`config.mk`:
```
export PLATFORM = sky130hd
export DESIGN_NAME = spi_host
export DESIGN_NICKNAME = d
export VERILOG_FILES = /design/src/rtl/spi_pkg.sv /design/src/rtl/spi_host.sv
export SDC_FILE = /design/constraint.sdc
export NUM_CORES = 1
export LEC_CHECK = 0
export BUFFER_PORTS_ARGS = -buffer_cell sky130_fd_sc_hd__buf_4
export CORE_ASPECT_RATIO = 0.6
export CORE_MARGIN = 5
export CORE_UTILIZATION = 44
export DETAILED_ROUTE_END_ITERATION = 8
export GPL_ROUTABILITY_DRIVEN = 0
export PLACE_DENSITY = 0.74
export SLEW_MARGIN = 20
export SYNTH_ARGS = -nofsm -noshare
export SYNTH_HDL_FRONTEND = slang
export SYNTH_SLANG_ARGS = --single-unit
export TNS_END_PERCENT = 50
```
`constraint.sdc`:
```
create_clock -name sclk -period 1.3 [get_ports sclk]
set_input_delay 0.195 -clock sclk [delete_from_list [all_inputs] [get_ports sclk]]
set_output_delay 0.195 -clock sclk [all_outputs]
set_load 0.02 [all_outputs]
```
`src/rtl/spi_pkg.sv`:
```
// Shared SPI command-bus definitions: command codes, request op encoding, host state encoding.
// Used by both the host and the on-chip responder so both ends agree on framing.
// No logic; constants and types only.
package spi_pkg;

    // Command bytes that open a frame on mosi
    localparam logic [7:0] CMD_READ   = 8'h03;
    localparam logic [7:0] CMD_WRITE  = 8'h02;
    localparam logic [7:0] CMD_STREAM = 8'h80;

    // Request op encoding on s_req_op
    localparam logic [1:0] OP_READ   = 2'd0;
    localparam logic [1:0] OP_WRITE  = 2'd1;
    localparam logic [1:0] OP_STREAM = 2'd2;
    localparam logic [1:0] OP_RSVD   = 2'd3;

    // Address bit that selects the result register instead of a byte slot (reads only)
    localparam int ADDR_RESULT_BIT = 4;

    // Host frame sequencer states
    typedef enum logic [2:0] {
        ST_IDLE    = 3'd0,
        ST_CMD     = 3'd1,
        ST_ADDR    = 3'd2,
        ST_DATA    = 3'd3,
        ST_RD_WAIT = 3'd4
    } state_t;

endpackage

```
`src/rtl/spi_host.sv`:
```
// Byte-parallel SPI host: turns READ/WRITE/STREAM requests into framed bytes on mosi, returns read data.
// Latency: READ response 4 edges after accept; WRITE frees at +4, STREAM at +3, rejected op pulses error at +1.
// Backpressure: s_req_ready low for the whole frame; one request in flight. Optional STREAM op: SPI_HOST_STREAM_EN.
module spi_host
    import spi_pkg::*;
#(
    parameter logic [7:0] IDLE_BYTE = 8'h00
) (
    input  logic       sclk,
    input  logic       rst_n,
    input  logic       s_req_valid,
    output logic       s_req_ready,
    input  logic [1:0] s_req_op,
    input  logic [4:0] s_req_addr,
    input  logic [7:0] s_req_data,
    output logic       m_rsp_valid,
    output logic [7:0] m_rsp_data,
    output logic       m_rsp_err,
    output logic       cs,
    output logic [7:0] mosi,
    input  logic [7:0] miso,
    output logic       busy
);

    state_t     state;
    state_t     state_nxt;

    // Request fields held for the duration of the frame
    logic [1:0] op_q;
    logic [4:0] addr_q;
    logic [7:0] data_q;

    // Next values of the registered outputs
    logic       rsp_valid_nxt;
    logic       rsp_err_nxt;
    logic [7:0] rsp_data_nxt;
    logic       cs_nxt;
    logic [7:0] mosi_nxt;

    logic       accept;
    logic [4:0] addr_byte;

    assign accept = s_req_valid && s_req_ready;

    // The result-register select only has meaning for reads; writes always target a byte slot
    assign addr_byte = {addr_q[ADDR_RESULT_BIT] & (op_q == OP_READ), addr_q[3:0]};

    // State register
    always_ff @(posedge sclk) begin
        if (!rst_n) begin
            state <= ST_IDLE;
        end else begin
            state <= state_nxt;
        end
    end

    // Capture request fields on accept; they are ignored for the rest of the frame
    always_ff @(posedge sclk) begin
        if (!rst_n) begin
            op_q   <= OP_READ;
            addr_q <= '0;
            data_q <= '0;
        end else if (accept) begin
            op_q   <= s_req_op;
            addr_q <= s_req_addr;
            data_q <= s_req_data;
        end
    end

    // Next-state and next-output decode; every frame ends with cs low and IDLE_BYTE on the bus
    always_comb begin
        state_nxt     = state;
        rsp_valid_nxt = 1'b0;
        rsp_err_nxt   = 1'b0;
        rsp_data_nxt  = m_rsp_data;
        cs_nxt        = 1'b0;
        mosi_nxt      = IDLE_BYTE;

        case (state)
            ST_IDLE: begin
                if (accept) begin
                    case (s_req_op)
                        OP_READ: begin
                            mosi_nxt  = CMD_READ;
                            cs_nxt    = 1'b1;
                            state_nxt = ST_CMD;
                        end
                        OP_WRITE: begin
                            mosi_nxt  = CMD_WRITE;
                            cs_nxt    = 1'b1;
                            state_nxt = ST_CMD;
                        end
`ifdef SPI_HOST_STREAM_EN
                        OP_STREAM: begin
                            mosi_nxt  = CMD_STREAM;
                            cs_nxt    = 1'b1;
                            state_nxt = ST_CMD;
                        end
`endif
                        default: begin
                            // Rejected op: no bus activity, single error pulse
                            rsp_valid_nxt = 1'b1;
                            rsp_err_nxt   = 1'b1;
                        end
                    endcase
                end
            end
            ST_CMD: begin
                case (op_q)
                    OP_READ, OP_WRITE: begin
                        mosi_nxt  = {3'b000, addr_byte};
                        cs_nxt    = 1'b1;
                        state_nxt = ST_ADDR;
                    end
`ifdef SPI_HOST_STREAM_EN
                    OP_STREAM: begin
                        mosi_nxt  = data_q;
                        cs_nxt    = 1'b1;
                        state_nxt = ST_DATA;
                    end
`endif
                    default: begin
                        state_nxt = ST_IDLE;
                    end
                endcase
            end
            ST_ADDR: begin
                cs_nxt = 1'b1;
                if (op_q == OP_READ) begin
                    // Turnaround byte while the responder loads miso
                    mosi_nxt  = IDLE_BYTE;
                    state_nxt = ST_RD_WAIT;
                end else begin
                    mosi_nxt  = data_q;
                    state_nxt = ST_DATA;
                end
            end
            ST_DATA: begin
                state_nxt = ST_IDLE;
            end
            ST_RD_WAIT: begin
                rsp_data_nxt  = miso;
                rsp_valid_nxt = 1'b1;
                state_nxt     = ST_IDLE;
            end
            default: begin
                state_nxt = ST_IDLE;
            end
        endcase
    end

    // Registered outputs; ready/busy derive from the state being entered so they line up with it
    always_ff @(posedge sclk) begin
        if (!rst_n) begin
            s_req_ready <= 1'b1;
            busy        <= 1'b0;
            m_rsp_valid <= 1'b0;
            m_rsp_err   <= 1'b0;
            m_rsp_data  <= 8'h00;
            cs          <= 1'b0;
            mosi        <= IDLE_BYTE;
        end else begin
            s_req_ready <= (state_nxt == ST_IDLE);
            busy        <= (state_nxt != ST_IDLE);
            m_rsp_valid <= rsp_valid_nxt;
            m_rsp_err   <= rsp_err_nxt;
            m_rsp_data  <= rsp_data_nxt;
            cs          <= cs_nxt;
            mosi        <= mosi_nxt;
        end
    end

endmodule

```
# Word-level counts from Yosys, hierarchy flattened
# Index checks and enable logic that the tools add are counted.
[totals]
ff_bits = 39
input_bits = 26
out_inout_bits = 21
wordCells = 43
[op_classes]
eq_ne = 5
mux = 17
bitwise = 1
reduce_logical = 9
[ops]
columns = ["cell", "count"]
rows = [
  ["one-hot mux 8 bit (3 select lines)", 1],
  ["two-way mux 3 bit", 3],
  ["one-hot mux 3 bit (3 select lines)", 1],
  ["two-way mux 8 bit", 1],
  ["zero test 3 bit", 2],
  ["two-way mux 1 bit", 5],
  ["two-way mux 5 bit", 1],
  ["== test 2 x 1 -> 1 bit (second input constant)", 2],
  ["zero test 2 bit", 2],
  ["two-way mux 2 bit", 2],
  ["one-hot mux 2 bit (2 select lines)", 1],
  ["OR reduction 2 bit", 2],
  ["== test 3 x 1 -> 1 bit (second input constant)", 1],
  ["== test 3 x 2 -> 1 bit (second input constant)", 1],
  ["== test 3 bit (second input constant)", 1],
  ["one-hot mux 1 bit (3 select lines)", 1],
  ["nonzero test 3 bit", 1],
  ["one-hot mux 1 bit (2 select lines)", 1],
  ["AND reduction 2 bit", 1],
  ["bitwise AND 1 bit", 1],
  ["logical AND 1 bit", 1],
]

# Depth between registers and ports, before layout
[logic_depth]
ltp_word = 6
depth_mapped = 5
depth_no_buf = 3

# Least setup slack after synthesis
# OpenSTA, ideal clock, no wires.
[synth_timing]
path_type = "reg2reg"
start = "reg op_q[0]"
end = "reg s_req_ready"
setup_ps = 116
arrival_ps = 1345
required_time_ps = 1184
path_slack_ps = -161
path_stages_with_launch = 5
n_path_buf = 1
synth_period_minus_slack_ps = 1461
cell_sequence = "dfxtp_1 -> or2_1 -> buf_6 -> or4b_4 -> a41o_1"
[synth_between]
elab_chain_len = 5
elab_cells_between_ends = 7
classes_between = "eq/ne (1); mux (3); reduce/logical (3)"
[synth_rtl]
columns = ["element", "line_no", "text"]
rows = [
  ["start: declaration", "spi_host.sv:29", "logic [1:0] op_q;"],
  ["start signal: assignment", "spi_host.sv:64", "op_q <= s_req_op;"],
  ["== test 2 x 1 -> 1 bit / zero test 2 bit (equally long branches)", "spi_host.sv:109, spi_host.sv:129", ""],
  ["OR reduction 2 bit", "spi_host.sv:109", "case (op_q)"],
  ["two-way mux 2 bit", "spi_host.sv:109", ""],
  ["one-hot mux 3 bit (3 select lines) (*)", "spi_host.sv:79", "case (state)"],
  ["zero test 3 bit (*)", "spi_host.sv:163", "s_req_ready <= (state_nxt == ST_IDLE);"],
  ["end signal: assignment", "spi_host.sv:163", ""],
  ["end: declaration", "spi_host.sv:12", "output logic s_req_ready,"],
]
# Every way passes the cells marked *; elsewhere a longest branch is shown, timed or not.
# A chain may end at the register's enable or synchronous reset.

# Worst setup path in the final report
[layout_timing]
start = "reg op_q[1]"
end = "reg s_req_ready"
# The elaborated chain is that of the path after synthesis.

==> impl_metrics.tcl <==
set metrics [dict create \
    die_w_um 84.1 \
    violations "negative setup slack" \
    cp-start-kind "register" \
    ys_seq_area_frac 0.539 \
    syn2layout_area_growth_pct 42.3 \
    max_cap_viol_count 0 \
    cts_sinks 39 \
    track_usage 0.156 \
    grtUsageMet3 0.0481 \
    fin_cells 258 \
    status "finished, violations left" \
    worstPathCellList "or2_1, or4b_4, a41o_1" \
    syn_area_um2 1450 \
    drt-vias-per-instance 4.92 \
    antenna_found_initial 0 \
    max_stage_delay_ns 0.52 \
    use_met2 0.246 \
    dp.cells 249 \
    rsz0062_at_grt "true" \
    nFillCells 272 \
    worst_slack_ns -0.0746 \
    grt_pass1_vias 1190 \
    io_pins 47 \
    fmax_mhz 727 \
    fin_total_pwr_mw 2.37 \
    p_leak_nw 0.875 \
    dieArea_um2 4580 \
    fin_crit_ns 1.37 \
    layout.area.seq_um2 782 \
    ys_warn_count 0 \
    cts_hold_buffers 0 \
    route.detailed.drc 0 \
    finalSetupViolCount 3 \
    fin_util 0.644 \
    period_share 1.06 \
    crit_slowest_cell "or4b_4" \
    wire_per_inst_um 13.9 \
    final_layout_size_suffix_gt1_frac 0.357 \
    timing.hold.ws_ns 0.156 \
    synth_fa_ha_area_frac 0 \
    crit_type "reg2reg" \
    muxShareOfSynthArea 0.0553 \
    clk_path_buf_depth 2 \
    via_count 1270 \
    multi_input_area_um2 649 \
    hold_viol 0 \
    syn_inst 151 \
    power.density_nw_per_um2 1150 \
    grt.busiest_layer "met2" \
    yosys.area_share.simple 0.241 \
    clk-insertion-delay-late_ns 0.29 \
    synth_top_family_by_area "simple AND/OR/NAND/NOR gates" \
    synth_seq_cells 39 \
    synth-compound-area-share 0.131 \
    cts-htree-levels 2 \
    drtIter0Drc 63 \
    critPathMaxFanout 4 \
    fin_area_um2 2060 \
    required_ns 1.48 \
    worstMarginPinSlew_ns 0.495 \
    synth.avg_cell_area_um2 9.60 \
    grt_max_degree 16 \
    use_met1 0.200 \
    clk_pin_slew_ns 0.07 \
    fp.coreArea_um2 3200 \
    fin_skew_ns 0.00633 \
    synth_cell_types 29 \
    cts_root_buf "clkbuf_8" \
    cts_tree "yes" \
    critical_path_arrival_ns 1.56 \
    cp-end-kind "register" \
    synth_xor_area_frac 0 \
    grt_overflow 0 \
    cts_buffers 5 \
    peakVddDrop_v 0.000550 \
    dpl.hpwl_um 2700 \
    ant_nets 0 \
    initial_utilization 0.452 \
    nets 238 \
    crit_buf_inv 0 \
    synth_fp_nets 177 \
    drt_wl_total_um 3600 \
    port_buffers 46 \
    first_pass_iters 4 \
    n_antenna_cell 0 \
    cpLargestDelayFamily "simple AND/OR/NAND/NOR gates" \
    slew_viol_final 0 \
    grt_pass1_wl_um 5480 \
    place_area_um2 1940 \
    dieHeight_um 54.5 \
    relSlewSlack 0.669 \
    hold_path.class "in2reg" \
    num_rows 16 \
]
==> cells in the mapped netlist <==
cell type	count	area (um2)
or2_1	1	6.26
nor3b_2	1	12.5
inv_1	1	3.75
a32oi_1	2	17.5
nor2b_1	8	50.1
nand3b_1	3	22.5
nor4b_1	1	8.76
buf_1	1	3.75
dfxtp_1	39	781
clkbuf_1	4	15.0
a21boi_1	15	113
mux2i_1	8	80.1
or4b_4	1	13.8
nand3_1	4	20.0
nand4b_1	1	8.76
nor4bb_1	1	10.0
nor2_1	4	15.0
and2_1	4	25.0
a41o_1	1	10.0
nand2_1	35	131
a31oi_1	2	12.5
nand2b_1	1	6.26
buf_6	1	11.3
a41oi_1	2	17.5
nor3b_1	1	7.51
nor4_1	1	6.26
a21oi_1	4	20.0
buf_2	3	15.0
nor3_1	1	5.00
==> logic make-up after synthesis <==
kind of cell,count (synthesis)
simple gates,68
flops,39
compound gates,26
buf+inv,10
mux,8
==> routing by layer <==
metal,wire [um],share of wire
met5,0,0
met2,1630,0.45
met1,1690,0.47
met4,67,0.019
met3,211,0.059
==> final cells by class <==
class	count	share of cell area
flip-flops and latches	39	0.379
multi-input cells	102	0.315
repair buffers	63	0.237
clock buffers	7	0.0370
well taps	45	0.0273
clock inverters	1	0.00243
inverters	1	0.00182
==> what timing repair did <==
| item | in CTS | in global routing |
|---|---|---|
| endpoints found under the setup margin | 3 | 16 |
| gates resized for setup | 0 | 7 |
| pin swaps | 2 | 1 |
| setup buffers | 0 | 1 |
==> power breakdown <==
part | switching, mW | leakage (nW) | internal [mW]
registers | 0.0279 | 0.318 | 1.25
clock network | 0.392 | 0.0422 | 0.376
logic | 0.153 | 0.515 | 0.171
==> registers in the layout (all words and copies together) (netlist names) <==
name,flops
data_q,8
m_rsp_data,8
mosi,8
addr_q,5
state,3
op_q,2
busy,1
cs,1
m_rsp_err,1
m_rsp_valid,1
s_req_ready,1
==> worst register-to-register path: cells and delay by family, from the launching register on <==
kind	cells	cell delay, ns
AO/OA/AOI/OAI	1	0.20
flip-flops	1	0.31
AND/OR/NAND/NOR	2	0.77
==> metrics by stage <==
stage | worst slack [ns] | setup TNS (ns)
3_3_place_gp | -0.0692 | -0.0917
4_1_cts | -0.0686 | -0.109
3_5_place_dp | -0.0955 | -0.179
6_report | -0.0746 | -0.120
5_1_grt | -0.113 | -0.360
2_1_floorplan | -0.161 | -0.345
==> cell usage in the layout, fill, tap and decap left out, types with 2 or more instances in the layout <==
cell type and count:
buf_4 61, dfxtp_1 38, nand2_1 35, a21boi_1 15, nor2b_1 8, mux2i_1 7, clkbuf_8 5, and2_1 4
nor2_1 4, nand3_1 4, a21oi_1 4, nand3b_1 3, nor3b_2 2, a41oi_1 2, a32oi_1 2, a31oi_1 2
clkbuf_1 2
==> path summary, 6_finish.rpt <==
check	startpoint	to	slack [ns]	depth (start not counted)
setup / recovery	op_q[1]$_SDFFE_PN0P_	s_req_ready$_SDFF_PN1_	-0.07	3
setup reg to reg	op_q[1]$_SDFFE_PN0P_	s_req_ready$_SDFF_PN1_	-0.07	3
hold / removal	s_req_data[3]	data_q[3]$_SDFFE_PN0P_	0.16	3
hold reg to reg	data_q[7]$_SDFFE_PN0P_	data_q[7]$_SDFFE_PN0P_	0.46	2
Note: power is estimated with default switching activity, not from simulation.
